**config.mk**
```make
export PLATFORM = sky130hd
export DESIGN_NAME = imem_fetch_ctrl
export DESIGN_NICKNAME = d
export VERILOG_FILES = /design/src/rtl/fetch_pkg.sv /design/src/rtl/fetch_queue.sv /design/src/rtl/imem_fetch_ctrl.sv
export SDC_FILE = /design/constraint.sdc
export NUM_CORES = 1
export LEC_CHECK = 0
export CORE_MARGIN = 10
export CORE_UTILIZATION = 40
export DETAILED_ROUTE_END_ITERATION = 7
export PLACE_DENSITY = 0.66
export SLEW_MARGIN = 20
export SYNTH_ARGS = -nofsm -noshare
export SYNTH_HDL_FRONTEND = slang
export SYNTH_SLANG_ARGS = --single-unit
```
**constraint.sdc**
```tcl
create_clock -name clk -period 5.6 [get_ports clk]
set_clock_uncertainty 0.2 [all_clocks]
set_input_delay 1.12 -clock clk [delete_from_list [all_inputs] [get_ports clk]]
set_output_delay 1.12 -clock clk [all_outputs]
set_load 0.01 [all_outputs]
```
**src/rtl/fetch_pkg.sv**
```systemverilog
// Shared types for the instruction fetch sequencer: FSM states, queue entry
// layout and the address range check used on both sequential and redirect PCs.
package fetch_pkg;

  localparam int INSTR_BYTES = 4;

  typedef enum logic [1:0] {
    BOOT   = 2'd0,
    RUN    = 2'd1,
    HALTED = 2'd2,
    FAULT  = 2'd3
  } fetch_state_e;

  typedef struct packed {
    logic [31:0] pc;
    logic [31:0] instr;
  } fetch_entry_t;

  // Word index compare, done before pc+4 can wrap past the top of memory.
  function automatic logic addr_in_range(input logic [31:0] addr, input logic [31:0] words);
    return ({2'b00, addr[31:2]} < words);
  endfunction

endpackage

```
**src/rtl/fetch_queue.sv**
```systemverilog
// In-order queue of fetched {pc, instr} entries; flush beats push and pop.
module fetch_queue
  import fetch_pkg::*;
#(
  parameter int DEPTH = 2,
  parameter int CNT_W = $clog2(DEPTH + 1)
) (
  input  logic             clk,
  input  logic             reset,
  input  logic             i_push,
  input  logic             i_pop,
  input  logic             i_flush,
  input  fetch_entry_t     i_data,
  output fetch_entry_t     o_head,
  output logic [CNT_W-1:0] o_count
);

  localparam int PTR_W = $clog2(DEPTH);

  fetch_entry_t     r_mem [DEPTH];
  logic [PTR_W-1:0] r_wr_ptr;
  logic [PTR_W-1:0] r_rd_ptr;
  logic [CNT_W-1:0] r_count;

  always_ff @(posedge clk or posedge reset) begin
    if (reset) begin
      r_wr_ptr <= '0;
      r_rd_ptr <= '0;
      r_count  <= '0;
    end else if (i_flush) begin
      r_wr_ptr <= '0;
      r_rd_ptr <= '0;
      r_count  <= '0;
    end else begin
      if (i_push) r_wr_ptr <= r_wr_ptr + 1'b1;
      if (i_pop)  r_rd_ptr <= r_rd_ptr + 1'b1;
      case ({i_push, i_pop})
        2'b10:   r_count <= r_count + 1'b1;
        2'b01:   r_count <= r_count - 1'b1;
        default: r_count <= r_count;
      endcase
    end
  end

  // Storage is data only; emptiness is tracked by the pointers and count.
  always_ff @(posedge clk) begin
    if (i_push && !i_flush) r_mem[r_wr_ptr] <= i_data;
  end

  assign o_head  = r_mem[r_rd_ptr];
  assign o_count = r_count;

endmodule

```
**src/rtl/imem_fetch_ctrl.sv**
```systemverilog
// Fetch sequencer: owns the fetch PC, reads the combinational instruction
// memory and feeds decode through an in-order queue with redirect/halt/fault.
module imem_fetch_ctrl
  import fetch_pkg::*;
#(
  parameter logic [31:0] RESET_PC  = 32'h0000_0000,
  parameter int          DEPTH     = 2,
  parameter int          MEM_WORDS = 32
) (
  input  logic        clk,
  input  logic        reset,
  output logic [31:0] imem_addr,
  input  logic [31:0] imem_rdata,
  input  logic        redirect_valid,
  input  logic [31:0] redirect_pc,
  input  logic        halt,
  output logic        out_valid,
  input  logic        out_ready,
  output logic [31:0] out_instr,
  output logic [31:0] out_pc,
  output logic        fault,
  output logic        busy
);

  localparam int CNT_W = $clog2(DEPTH + 1);

  fetch_state_e     r_state;
  fetch_state_e     w_state_nxt;
  logic [31:0]      r_pc;
  logic [31:0]      w_pc_nxt;
  logic [CNT_W-1:0] w_count;
  fetch_entry_t     w_head;
  fetch_entry_t     w_push_entry;
  logic             w_redir;
  logic             w_redir_bad;
  logic             w_pc_bad;
  logic             w_out_valid;
  logic             w_pop;
  logic             w_push;
  logic             w_flush;

  assign w_redir      = redirect_valid && (r_state != FAULT);
  assign w_redir_bad  = (redirect_pc[1:0] != 2'b00) || !addr_in_range(redirect_pc, 32'(MEM_WORDS));
  assign w_pc_bad     = !addr_in_range(r_pc, 32'(MEM_WORDS));
  assign w_out_valid  = (w_count != '0);
  assign w_pop        = w_out_valid && out_ready;
  assign w_push       = (r_state == RUN) && !w_redir && !halt && !w_pc_bad &&
                        ((w_count < CNT_W'(DEPTH)) || w_pop);
  assign w_push_entry = '{pc: r_pc, instr: imem_rdata};
  // Entering or sitting in FAULT keeps the queue empty, as does any redirect.
  assign w_flush      = w_redir || (w_state_nxt == FAULT) || (r_state == FAULT);

  always_comb begin
    w_state_nxt = r_state;
    w_pc_nxt    = r_pc;
    if (w_redir) begin
      if (w_redir_bad) begin
        w_state_nxt = FAULT;
      end else begin
        w_pc_nxt = redirect_pc;
        if (r_state == BOOT) w_state_nxt = RUN;
      end
    end else begin
      case (r_state)
        BOOT:    w_state_nxt = addr_in_range(RESET_PC, 32'(MEM_WORDS)) ? RUN : FAULT;
        RUN: begin
          if (w_pc_bad)  w_state_nxt = FAULT;
          else if (halt) w_state_nxt = HALTED;
        end
        HALTED:  if (!halt) w_state_nxt = RUN;
        default: w_state_nxt = r_state;
      endcase
      if (w_push) w_pc_nxt = r_pc + 32'(INSTR_BYTES);
    end
  end

  always_ff @(posedge clk or posedge reset) begin
    if (reset) begin
      r_state <= BOOT;
      r_pc    <= RESET_PC;
    end else begin
      r_state <= w_state_nxt;
      r_pc    <= w_pc_nxt;
    end
  end

  fetch_queue #(
    .DEPTH (DEPTH),
    .CNT_W (CNT_W)
  ) u_queue (
    .clk     (clk),
    .reset   (reset),
    .i_push  (w_push),
    .i_pop   (w_pop),
    .i_flush (w_flush),
    .i_data  (w_push_entry),
    .o_head  (w_head),
    .o_count (w_count)
  );

  assign imem_addr = r_pc;
  assign out_valid = w_out_valid;
  assign out_instr = w_out_valid ? w_head.instr : 32'h0;
  assign out_pc    = w_out_valid ? w_head.pc    : 32'h0;
  assign fault     = (r_state == FAULT);
  assign busy      = (r_state == RUN);

endmodule

```
Yosys cells after proc, flatten, opt, wreduce, memory -nomap -nowiden
Memory sizes are Yosys's and may differ from the RTL's.
Cells that the tools add are included.
- shift-type cells: 0
- add/subtract/negate cells: 5
- reduce and logical (&&, ||, !) cells: 23
- $lt $le $gt $ge: 3
- mux-type cells: 20
- multiply operators: 0
- divide/modulo/power cells: 0
- bitwise gates (word level): 0
- equal/unequal tests: 8
- operator list (cell ; count):
    $mux W32 ; 5
    $lt A30 B6 Y1 const B ; 2
    $add A32 B3 Y32 const B ; 1
    $mux W2 ; 7
    $reduce_bool A2 Y1 ; 5
    $eq A2 B2 Y1 const B ; 4
    $logic_and A1 B1 Y1 ; 7
    $mux W1 ; 6
    $pmux W2 S3 ; 1
    $eq A2 B1 Y1 const B ; 2
    $logic_not A1 Y1 ; 4
    $logic_or A1 B1 Y1 ; 4
    $ne A2 B2 Y1 const B ; 2
    $pmux W2 S2 ; 1
    $reduce_bool A3 Y1 ; 1
    $add A1 B1 Y1 const B ; 2
    $add A2 B1 Y2 const B ; 1
    $logic_not A2 Y1 ; 1
    $lt A2 B2 Y1 const B ; 1
    $reduce_and A2 Y1 ; 1
    $sub A2 B1 Y2 const B ; 1
- latch bits: 0
- bits of input ports: 69
- RAM bits: 128
- memories kept: 1
- memory bits (read-only): 0
- word-level logic and storage cells: 65
- flip-flop bits (word level): 38
- memories (name ; depth ; bits a word ; rd ports ; clocked after Yosys merged registers in ; wr ports ; RTL line ; RTL):
    u_queue.r_mem ; 2 ; 64 ; 1 ; 0 ; 1 ; fetch_queue.sv:20 ; fetch_entry_t r_mem [DEPTH];

Longest topological paths before layout
Gate-level depths: netlist (run 1).
- depth after elaboration: 12
- depth in mapped cells: 9
- mapped depth without buffers: 8

By module
A second synthesis (run 1) with hierarchy kept.
- cell total of the unflattened synthesis: 438
- area, all modules: 7068.0 µm²
- by module, submodules not included (module ; instances ; cells each ; area an instance (µm²)):
    fetch_queue ; 1 ; 219 ; 5032.3
    imem_fetch_ctrl ; 1 ; 219 ; 2035.7

Least setup slack after synthesis (run 1)
Ideal clock, no wire load.
- path kind: input port to flip-flop
- start point: input redirect_valid
- end point: memory u_queue.r_mem[0][0] (netlist bit), enable pin
- data required time: 4.914 ns
- slack: 0.132 ns
- data arrival time: 4.782 ns
- path buffers: 2
- setup time: 0.486 ns
- stages on the path: 5
- cells stage by stage: buf_4 nand3b_1 or4_4 buf_2 nor2_1
- cells in the longest elaborated chain, start to end: 9
- elaborated cells on any way between the ends: 14
- classes of those cells: eq/ne (1); mux (3); reduce/logical (10)
- RTL lines (what ; RTL line ; RTL):
    start: declaration ; imem_fetch_ctrl.sv:14 ; input logic redirect_valid,
    $logic_and A1 B1 Y1 (*) ; imem_fetch_ctrl.sv:42 ; assign w_redir = redirect_valid && (r_state != FAULT);
    $mux W2 or $logic_not A1 Y1 (tied branches) ; imem_fetch_ctrl.sv:56, imem_fetch_ctrl.sv:47 ;
    $eq A2 B2 Y1 or $logic_and A1 B1 Y1 (tied branches) ; imem_fetch_ctrl.sv:51, imem_fetch_ctrl.sv:47 ;
    $logic_or A1 B1 Y1 or $logic_and A1 B1 Y1 (tied branches) (2 in a row) ; imem_fetch_ctrl.sv:51, imem_fetch_ctrl.sv:47 ;
    $logic_not A1 Y1 or $logic_and A1 B1 Y1 (tied branches) ; fetch_queue.sv:47, imem_fetch_ctrl.sv:47 ;
    $logic_and A1 B1 Y1 (*) ; fetch_queue.sv:47 ; if (i_push && !i_flush) r_mem[r_wr_ptr] <= i_data;
    $mux W1 (*) ; fetch_queue.sv:47 ;
    $mux W1 (implied by the code) (*) ; fetch_queue.sv:47 ;
    end: declaration ; fetch_queue.sv:20 ;
Every way passes the cells marked *; elsewhere a longest branch is shown, timed or not.

Worst setup path after layout (run 1)
- start point: register u_queue.r_count[0] (netlist: u_queue.o_count[0])
- end point: output out_pc[30]
- cells in the longest elaborated chain, start to end: 2
- RTL lines (what ; RTL line ; RTL):
    start: declaration ; fetch_queue.sv:23 ; logic [CNT_W-1:0] r_count;
    start signal: assignment ; fetch_queue.sv:38 ; 2'b10: r_count <= r_count + 1'b1;
    start signal: assignment ; fetch_queue.sv:39 ; 2'b01: r_count <= r_count - 1'b1;
    start signal: assignment ; fetch_queue.sv:40 ; default: r_count <= r_count;
    $reduce_bool A2 Y1 ; imem_fetch_ctrl.sv:45 ; assign w_out_valid = (w_count != '0);
    $mux W32 ; imem_fetch_ctrl.sv:104 ; assign out_pc = w_out_valid ? w_head.pc : 32'h0;
    end: declaration ; imem_fetch_ctrl.sv:20 ; output logic [31:0] out_pc,
Every way passes these cells.

==> impl_results.md, run 1 <==
* Clock Latency Late Sink at 0.42 ns
* Worst Path Max Fanout at 41
* Worst-path clk slew at 0.06 ns
* Detailed-route wire length at 15110 µm
* Dpl ws at 1.672 ns
* Worst hold path class: flip-flop to flip-flop
* Critical path type: flip-flop to output pin
* Antenna violations before repair at 0
* Post-DRT Antenna Nets at 0
* Die height at 147.4 µm
* Initial Util at 0.4088
* Commonest non-fill, non-tap cells in the layout: 167 x clkdlybuf4s50_1, 128 x edfxtp_1, 74 x nor2_1, 66 x mux2i_1, 37 x dfrtp_1
* Resize count post-CTS at 0
* Final Hold Viols at 0
* Drc violations at 0
* Io pins at 168
* YS warnings at 0
* GPL Wtd Cong at 0.8145
* CTS Buf Count at 17
* # H-tree levels at 4
* Vias/cell at 4.853
* CP Depth at 4
* Top delay family on crit path: buffers and inverters
* First-pass GRT wire length at 23670 µm
* Post-Syn Instances at 431
* Setup slack after layout at 1.724 ns
* Slowest CP cell: nor2_4
* Critical path endpoint category: output pin
* # Max-Cap Violations at 0
* Pwr Total at 2.439 mW
* Worst Reg-to-Reg Cells at 5
* Seq cells post-synth at 166
* Yosys cell types at 41
* Area leader, netlist: edfxtp_1
* Commonest non-fill, non-tap cell in the layout: clkdlybuf4s50_1
* Slew headroom at 0.4759
* TritonRoute pass-1 iters at 4
* Critical Path Source: u_queue.o_count[0]
* Setup repair bufs after CTS at 0
* Mapped cell area at 6494 µm²
* Final #Nets at 670
* Reg-to-Reg Start: imem_addr[19]
* R2r setup slk at 2.37 ns
* Hpwl dp at 10650 µm
* Worst Path Buf+Inv at 2
* Crit start category: flip-flop
* Setup violators final at 0
* Hold buffer count at CTS at 0
* Die Span X at 147.4 µm
* CTS tree: done
* Worst setup path end: out_pc[30]
* Clock Sinks at 166
* Iteration-0 DRC Markers at 175
* Fin Setup TNS at 0 ns
* Post-synth top flop: edfxtp_1
* ANT cells at 0
* All-Layer GR Usage at 0.1402
* Layout cells sized above 1 at 0.06046
* Synth async-reset ratio at 0.2289
* Largest net degree at the start of global routing at 66
* Grt ovf at 0
* VDD IR max at 0.2212 mV
* Worst path max stage delay at 0.52 ns
* Root Buffer: clkbuf_16
* Synth area leaders: edfxtp_1 59%, dfrtp_1 15%, mux2i_1 10%, nor2_1 4.5%, and2_1 1.6%
* Period minus WS final at 3.876 ns
* Placement Rows at 46
* Sequential area share after synthesis at 0.7383
* WL per Instance at 18.25 µm
* Fin. max-slew vios at 0
* Power per Cell Area at 272.3 nW/µm²
* Clock Tree Buf Depth at 2
* Worst EP arrival at 2.56 ns
* Post-layout util at 0.5639
* Pleak at 3.138 nW
* R2R Path End: u_queue.r_mem[1][10]
* Die area at 21730 µm²
* Vias at 4018
* P&R area growth vs syn at 37.94%
* Data required time of the worst path at 4.28 ns
* Crit path cell chain: nor2_4 > buf_4 > nor2_1 > clkdlybuf4s50_1
* Fmax at 0.2580 GHz
* Status: finished clean
* Vias in the first global route at 4299
* Core region area at 15890 µm²
* # port buffers at 167
* RSZ-0062 raised after global routing: no
* Pin slew with the least headroom to its limit at 0.7850 ns
* Yosys top cell area share at 0.5919
* Net Count, Synth at 502
* Synth Area per Inst at 15.07 µm²
* EDFF count, synth at 128
* Fillers at 1322
* Final period utilization at 0.6921
[metal layers]
metal | vias to the layer above | global-route usage | wire, µm
met4 | 0 | 0.03865 | 109
li1 | 1930 | - | -
met5 | - | 0 | 0
met3 | 10 | 0.06532 | 1265
met1 | 1929 | 0.1633 | 6422
met2 | 149 | 0.2281 | 7317
[cells by family after synthesis]
kind of cell    share of synthesized area
compound gates                    0.02890
xor+xnor                         0.005396
fa+ha+maj                        0.003853
buf+inv                           0.01830
flops                              0.7383
mux                                0.1017
simple gates                       0.1035
[Yosys cell counts (4+ instances only)]
master,count
buf_1,4
edfxtp_1,128
mux2i_1,66
and3_1,14
a21oi_1,8
nor4_1,12
and2_1,17
o22a_1,4
dfrtp_1,38
clkbuf_1,15
nor2_1,77
inv_1,5
[power breakdown]
| group | leakage, nW | switching [mW] | internal (mW) |
|---|---|---|---|
| clock | 0.263 | 0.414 | 0.632 |
| combinational | 1.07 | 0.0205 | 0.0466 |
| sequential | 1.81 | 0.00293 | 1.32 |
| total | 3.14 | 0.437 | 2.00 |
[area by class of cell]
class | instances | area (µm²) | area share
Sequential cell | 166 | 4798 | 0.5357
Timing Repair Buffer | 172 | 1734 | 0.1936
Multi-Input combinational cell | 237 | 1603 | 0.1789
Clock buffer | 27 | 483.0 | 0.05392
Tap cell | 216 | 270.3 | 0.03017
Clock inverter | 5 | 50.05 | 0.005587
Inverter | 5 | 18.77 | 0.002095
[state kept, by name, summed over array words and instances, names as in the netlist]
name / count
u_queue.r_mem: 128
u_queue.r_rd_ptr: 1
r_state: 2
u_queue.o_count: 2
imem_addr: 32
u_queue.r_wr_ptr: 1
[worst min-delay path by stage]
stage                      start  depth (start not counted)                   end  slack, ns
finish              imem_addr[0]                          0  u_queue.r_mem[0][32]       0.32
global route        imem_addr[0]                          0  u_queue.r_mem[1][32]       0.32
CTS                 imem_addr[0]                          0  u_queue.r_mem[0][32]       0.32
detailed placement  imem_addr[1]                          0  u_queue.r_mem[0][33]       0.30
global placement    imem_addr[1]                          0  u_queue.r_mem[1][33]       0.31
floorplan           imem_addr[0]                          0  u_queue.r_mem[0][32]       0.32
[per-stage QoR]
stage                     area [µm²]  cells  hold WS, ns
after floorplan                 6494    431       0.3208
after global placement          8404    795       0.3066
after detailed placement        8404    795       0.2974
after CTS                       8937    827       0.3193
after global routing            8957    828       0.3246
final                           8957    828       0.3160
Power figures use the tool's default switching activity.
==> run 2: changes to the inputs <==
--- a/config.mk
+++ b/config.mk
@@ -8,7 +8,7 @@
 export CORE_MARGIN = 10
 export CORE_UTILIZATION = 40
 export DETAILED_ROUTE_END_ITERATION = 7
-export PLACE_DENSITY = 0.66
+export PLACE_DENSITY = 0.68
 export SLEW_MARGIN = 20
 export SYNTH_ARGS = -nofsm -noshare
 export SYNTH_HDL_FRONTEND = slang
==> constraint.sdc (replaced) <==
create_clock -name clk -period 3.5 [get_ports clk]
set_clock_uncertainty 0.2 [all_clocks]
set_input_delay 0.7 -clock clk [delete_from_list [all_inputs] [get_ports clk]]
set_output_delay 0.7 -clock clk [all_outputs]
set_load 0.01 [all_outputs]
==> run 2 against run 1 <==
Compared with the run above: total power up 64%; combinational power increased by 65%; critical endpoint is now out_pc[31]; global-route usage increased by 0.29 points; final area increased by 1.2%.
==> impl_results.md, run 2 (synthesis results as in run 1) <==
* Status: finished clean
* Root Buffer: clkbuf_16
* Grt ovf at 0 (unchanged)
* Vias in the first global route at 4369 (+1.6%)
* Worst path max stage delay at 0.73 ns (+0.21 ns)
* Vias/cell at 4.928 (+1.6%)
* Crit start category: flip-flop
* Resize count post-CTS at 0 (unchanged)
* Pleak at 3.177 nW (+1.3%)
* Top Metal Used: met4
* Io pins at 168 (unchanged)
* Max FFs per register at 128 (unchanged)
* Worst Path Max Fanout at 25 (-39%)
* Setup violators final at 0 (unchanged)
* Pin slew with the least headroom to its limit at 0.7908 ns (+0.005751 ns)
* Critical path type: flip-flop to output pin
* Period minus WS final at 3.173 ns
* Final #Nets at 674 (+0.60%)
* Antenna violations before repair at 0 (unchanged)
* Fmax at 0.3151 GHz
* Slowest CP cell: dfrtp_4
* Fillers at 1275 (-3.6%)
* CTS Buf Count at 17 (unchanged)
* Hpwl dp at 10890 µm (+2.3%)
* Crit path cell chain: buf_12 > mux2i_1 > nor2_1 > clkdlybuf4s50_1
* # Max-Cap Violations at 0 (unchanged)
* P&R area growth vs syn at 39.56%
* WL per Instance at 18.78 µm (+2.9%)
* Clock Latency Late Sink at 0.41 ns (about the same)
* First-pass GRT wire length at 24410 µm (+3.1%)
* Post-DP Area at 8492 µm² (+1.0%)
* Worst hold start: imem_addr[1]
* All-Layer GR Usage at 0.1431 (+0.002919)
* # port buffers at 167 (unchanged)
* Data required time of the worst path at 2.60 ns (-1.68 ns)
* Critical path endpoint category: output pin
* Die height at 147.4 µm (unchanged)
* CTS tree: done
* Final Hold Viols at 0 (unchanged)
* RSZ-0062 raised after global routing: no
* WHS at 0.3236 ns (+0.007645 ns)
* Dpl ws at 0.4069 ns (-1.265 ns)
* Drc violations at 0 (unchanged)
* Iteration-0 DRC Markers at 194 (+11%)
* Met2 Wirelength at 7463 µm (+2.0%)
* Core region area at 15890 µm² (unchanged)
* Placement Rows at 46 (unchanged)
* Setup repair bufs after CTS at 0 (unchanged)
* TritonRoute pass-1 iters at 4 (unchanged)
* VDD IR max at 0.3328 mV (+50%)
* Pwr Total at 4.006 mW (+64%)
* Hold buffer count at CTS at 0 (unchanged)
* # H-tree levels at 4 (unchanged)
* Commonest non-fill, non-tap cells in the layout: 167 x clkdlybuf4s50_1, 128 x edfxtp_1, 74 x nor2_1, 66 x mux2i_1, 37 x dfrtp_1
* Setup slack after layout at 0.3268 ns (-1.397 ns)
* Clock Sinks at 166 (unchanged)
* Endpoint of the worst hold path: u_queue.r_mem[1][33]
* Worst hold path class: flip-flop to flip-flop
* Design Area, Final at 9062 µm² (+1.2%)
* Power per Cell Area at 442.1 nW/µm² (+62%)
* Worst EP arrival at 2.27 ns (-0.29 ns)
* Worst-path clk slew at 0.06 ns (about the same)
* Reg-to-Reg Start: imem_addr[12]
* Most flops, register: u_queue.r_mem
* GPL Wtd Cong at 0.8101 (-0.54%)
* Final period utilization at 0.9066
* Detailed-route wire length at 15630 µm (+3.4%)
* R2R Path End: u_queue.o_count[1]
* ANT cells at 0 (unchanged)
* Die area at 21730 µm² (unchanged)
* Die Span X at 147.4 µm (unchanged)
* Commonest non-fill, non-tap cell in the layout: clkdlybuf4s50_1
* Vias at 4100 (+2.0%)
* Clock Tree Buf Depth at 2 (unchanged)
* Post-DRT Antenna Nets at 0 (unchanged)
* Initial Util at 0.4088 (unchanged)
* Slew headroom at 0.4720 (-0.003840)
* Worst Reg-to-Reg Cells at 8 (+3)
* Largest net degree at the start of global routing at 65 (-1.5%)
* WL met1 at 6735 µm (+4.9%)
* Hold path cells at 0 (unchanged)
* R2r setup slk at 0.56 ns (-1.81 ns)
* Layout cells sized above 1 at 0.07143 (+0.01097)
* Fin. max-slew vios at 0 (unchanged)
* Wire length on met3 at 1242 µm (-1.8%)
-- run 2: changes by cell type in the layout (fill, tap and decap cells not counted), sizes merged --
| cell | before | now |
|---|---|---|
| buf | 5 | 9 |
| bufinv | 1 | 2 |
| clkbuf | 27 | 23 |
| clkinv | 4 | 5 |
| clkinvlp | 0 | 2 |
-- run 2: worst max path at each step --
stage	slack [ns]	start	cells past startpoint	end
2_1_floorplan	-0.47	redirect_valid	5	u_queue.r_mem[0][0]
3_3_place_gp	0.47	halt	9	u_queue.o_count[1]
3_5_place_dp	0.41	halt	9	u_queue.o_count[1]
4_1_cts	0.26	u_queue.r_rd_ptr	4	out_pc[31]
5_1_grt	0.22	u_queue.r_rd_ptr	4	out_pc[10]
6_report	0.33	u_queue.r_rd_ptr	4	out_pc[31]
-- run 2: where the power goes --
part           total [mW]  leakage, nW  internal (mW)  switching [mW]
logic               0.111         1.10         0.0755          0.0350
registers            2.12         1.81           2.12         0.00452
clock network        1.77        0.275           1.08           0.692
total                4.01         3.18           3.27           0.731
-- run 2: layout make-up --
| class | instances | area, µm² | share of cell area |
|---|---|---|---|
| Sequential cell | 166 | 4798 | 0.5295 |
| Timing Repair Buffer | 176 | 1802 | 0.1988 |
| Multi-Input combinational cell | 237 | 1603 | 0.1769 |
| Clock buffer | 23 | 467.9 | 0.05164 |
| Tap cell | 216 | 270.3 | 0.02982 |
| Clock inverter | 9 | 102.6 | 0.01132 |
| Inverter | 5 | 18.77 | 0.002071 |
-- run 2: routing by layer --
metal	vias up	global-route usage
met3	18	0.05708
met2	155	0.2313
met1	1987	0.1705
met5	-	0
met4	0	0.04906
li1	1940	-
-- run 2: metrics by stage --
step | utilization | instances | TNS (ns)
finish | 0.5705 | 832 | 0
global route | 0.5705 | 832 | 0
CTS | 0.5705 | 832 | 0
detailed placement | 0.5346 | 800 | 0
global placement | 0.5346 | 800 | 0
floorplan | - | 431 | -60.50
-- run 2: critical path: cells and delay by family, from the launching register on --
family	cells	cell delay [ns]
simple gates	1	0.15
buf+inv	2	0.84
mux	1	0.09
flops	1	0.73
==> run 3: changes to the inputs <==
--- a/config.mk
+++ b/config.mk
@@ -8,8 +8,9 @@
 export CORE_MARGIN = 10
 export CORE_UTILIZATION = 40
 export DETAILED_ROUTE_END_ITERATION = 7
-export PLACE_DENSITY = 0.68
+export PLACE_DENSITY = 0.67
 export SLEW_MARGIN = 20
 export SYNTH_ARGS = -nofsm -noshare
 export SYNTH_HDL_FRONTEND = slang
+export SYNTH_HIERARCHICAL = 1
 export SYNTH_SLANG_ARGS = --single-unit
==> run 3 against run 2 <==
Compared with the run above: register-to-register slack lost 0.13 ns; die area is 7.6% higher; combinational power decreased by 11%; flip-flop and latch count is the same; fmax down 3.2%; sequential power is essentially flat; non-clock buffer count grew 5; largest cell class unchanged; highest routed layer unchanged.
==> impl_results.md, run 3 <==
* Status: finished clean
* Resize count post-CTS at 0 (unchanged)
* Worst EP arrival at 2.38 ns (+0.11 ns)
* Top-count cell post-synth: edfxtp_1
* Slew headroom at 0.6062 (+0.1341)
* Vias at 4166 (+1.6%)
* Final Hold Viols at 0 (unchanged)
* Root Buffer: clkbuf_16
* Die area at 23390 µm² (+7.6%)
* Worst-path clk slew at 0.06 ns (about the same)
* Fin Setup TNS at 0 ns (unchanged)
* GPL Wtd Cong at 0.7821 (-3.5%)
* Fmax at 0.3050 GHz (-3.2%)
* Crit start category: flip-flop
* Mapped cell area at 7068 µm² (+8.8%)
* Commonest non-fill, non-tap cell in the layout: clkdlybuf4s50_1
* Largest net degree at the start of global routing at 67 (+3.1%)
* Vias/cell at 4.861 (-1.4%)
* Period minus WS final at 3.279 ns (+0.1056 ns)
* Post-Syn Instances at 438 (+1.6%)
* Pwr Total at 4.007 mW (about the same)
* Worst setup path end: out_pc[16]
* P&R area growth vs syn at 36.48%
* Yosys top cell area share at 0.5438 (-0.04809)
* Post-synth top flop: edfxtp_1
* Setup repair bufs after CTS at 0 (unchanged)
* First-pass GRT wire length at 25740 µm (+5.5%)
* RSZ-0062 raised after global routing: no
* Final period utilization at 0.9368 (+0.03016)
* Yosys cell types at 47 (+15%)
* Top delay family on crit path: buffers and inverters
* Die height at 152.9 µm (+3.7%)
* Detailed-route wire length at 15860 µm (+1.5%)
* Hold buffer count at CTS at 0 (unchanged)
* CP Depth at 4 (unchanged)
* Pin slew with the least headroom to its limit at 0.5908 ns (-0.2000 ns)
* Drc violations at 0 (unchanged)
* Critical Path Source: u_queue/r_rd_ptr
* Vias in the first global route at 4554 (+4.2%)
* Worst Path Buf+Inv at 2 (unchanged)
* Most flops, register: u_queue/r_mem
* Max FFs per register at 128 (unchanged)
* CTS Buf Count at 17 (unchanged)
* Crit path cell chain: buf_4 > mux2_2 > and2_1 > clkdlybuf4s50_1
* Clock Latency Late Sink at 0.42 ns (about the same)
* Setup violators final at 0 (unchanged)
* Data required time of the worst path at 2.60 ns (about the same)
* CTS tree: done
* R2r setup slk at 0.43 ns (-0.13 ns)
* Synth area leaders: edfxtp_1 54%, dfrtp_1 13%, mux2_4 11%, and2_1 6.8%, mux2_2 2.2%
* Critical path type: flip-flop to output pin
* # port buffers at 167 (unchanged)
* Die Span X at 152.9 µm (+3.7%)
* Post-DRT Antenna Nets at 0 (unchanged)
* Grt ovf at 0 (unchanged)
* VDD IR max at 0.3909 mV (+17%)
* Sequential area share after synthesis at 0.6784 (-0.05999)
* Commonest non-fill, non-tap cells in the layout: 167 x clkdlybuf4s50_1, 128 x edfxtp_1, 77 x and2_1, 51 x mux2_4, 35 x dfrtp_1
* TritonRoute pass-1 iters at 4 (unchanged)
* Synth async-reset ratio at 0.2289 (unchanged)
* # H-tree levels at 4 (unchanged)
* Slowest CP cell: dfrtp_4
* Placement Rows at 48 (+4.3%)
* # Max-Cap Violations at 0 (unchanged)
* Layout cells sized above 1 at 0.2041 (+0.1327)
* ANT cells at 0 (unchanged)
* Io pins at 168 (unchanged)
* Hpwl dp at 11550 µm (+6.0%)
* Initial Util at 0.4086 (about the same)
* Net Count, Synth at 508 (+1.2%)
* Worst hold path class: input pin to async pin
* Fin. max-slew vios at 0 (unchanged)
* Clock Sinks at 166 (unchanged)
* Most frequent cells after synthesis: 128 x edfxtp_1, 77 x and2_1, 51 x mux2_4
* Iteration-0 DRC Markers at 204 (+5.2%)
* Critical path endpoint category: output pin
* Core region area at 17300 µm² (+8.9%)
* Area leader, netlist: edfxtp_1
* R2R Path End: u_queue/r_mem[1][36]
* All-Layer GR Usage at 0.1385 (-0.004677)
* Power per Cell Area at 415.4 nW/µm² (-6.0%)
* Worst Reg-to-Reg Cells at 7 (-1)
* Reg-to-Reg Start: imem_addr[29]
* WL per Instance at 18.50 µm (-1.5%)
* Worst path max stage delay at 0.72 ns (about the same)
* Worst Path Max Fanout at 24 (-4.0%)
* EDFF count, synth at 128 (unchanged)
* Antenna violations before repair at 0 (unchanged)
* Clock Tree Buf Depth at 2 (unchanged)
* Pleak at 3.539 nW (+11%)
* Synth Area per Inst at 16.14 µm² (+7.1%)
* Final #Nets at 689 (+2.2%)
* YS warnings at 6 (+6)
* Seq cells post-synth at 166 (unchanged)
run 3: cell count changes in the layout (fill, tap and decap cells not counted), sizes merged, moves of 12 or more:
cell and change:
mux2 +65, nor2b +14, and3 -12, and2 +60, nor2 -69, mux2i -66
run 3: worst min-delay path by stage:
stage	startpoint	endpoint	slack [ns]	depth (start not counted)
floorplan	reset	u_queue/o_count[0]	0.27	1
global placement	imem_addr[29]	u_queue/r_mem[1][61]	0.28	0
detailed placement	imem_addr[29]	u_queue/r_mem[1][61]	0.32	0
CTS	reset	u_queue/o_count[1]	0.30	2
global route	reset	u_queue/r_rd_ptr	0.32	2
finish	reset	u_queue/r_rd_ptr	0.31	2
run 3: worst reg2reg max path, stage by stage, from the launching register on:
cell and delay [ns]:
dfrtp_1 0.41, nor4_1 0.40, nand4_1 0.19, or4_4 0.48
o21ai_2 0.15, nand2_2 0.13, and3b_4 0.50, buf_4 0.31
run 3: layout make-up:
cell class | count | area (µm²)
timing repair buffer | 181 | 1827
tap | 225 | 281.5
multi-input combinational | 243 | 2122
sequential | 166 | 4801
fill | 1379 | 7650
clock buffer | 23 | 478.0
clock inverter | 9 | 100.1
inverter | 10 | 37.54
run 3: routing by layer:
| metal | up-vias | wire [µm] | GRT usage | part of all wire |
|---|---|---|---|---|
| met1 | 2017 | 6889 | 0.1690 | 0.43 |
| met4 | 0 | 244 | 0.04042 | 0.015 |
| li1 | 1973 | - | - | - |
| met3 | 22 | 1355 | 0.05920 | 0.085 |
| met2 | 154 | 7365 | 0.2188 | 0.46 |
| met5 | - | 0 | 0 | 0 |
run 3: through the flow:
step	setup slack, ns	hold WS, ns	utilization	std cells	area [µm²]
floorplan	-0.3440	0.2661	-	438	7089
global placement	0.4913	0.2845	0.5242	825	9066
detailed placement	0.4159	0.3176	0.5242	825	9066
CTS	0.02994	0.3014	0.5576	857	9644
global route	0.1280	0.3176	0.5577	857	9647
finish	0.2212	0.3130	0.5577	857	9647
run 3: cell families (layout without fill, tap and decap cells):
logic type / after synthesis / in the layout / synth area share
xor gates and xnor gates: 3 / 3 / 0.003718
buffers and inverters: 29 / 223 / 0.02478
AOI/OAI and AO/OA: 25 / 25 / 0.02655
muxes: 65 / 65 / 0.1306
DFF: 166 / 166 / 0.6784
adders and majority gates: 1 / 1 / 0.001770
and+or+nand+nor: 149 / 149 / 0.1342
run 3: power by group:
group	switching, mW	total, mW	internal [mW]	leakage, nW
sequential	0.00000000110	2.11	2.11	1.62
clock	0.696	1.80	1.10	0.284
combinational	0.0299	0.0989	0.0690	1.63
total	0.726	4.01	3.28	3.54
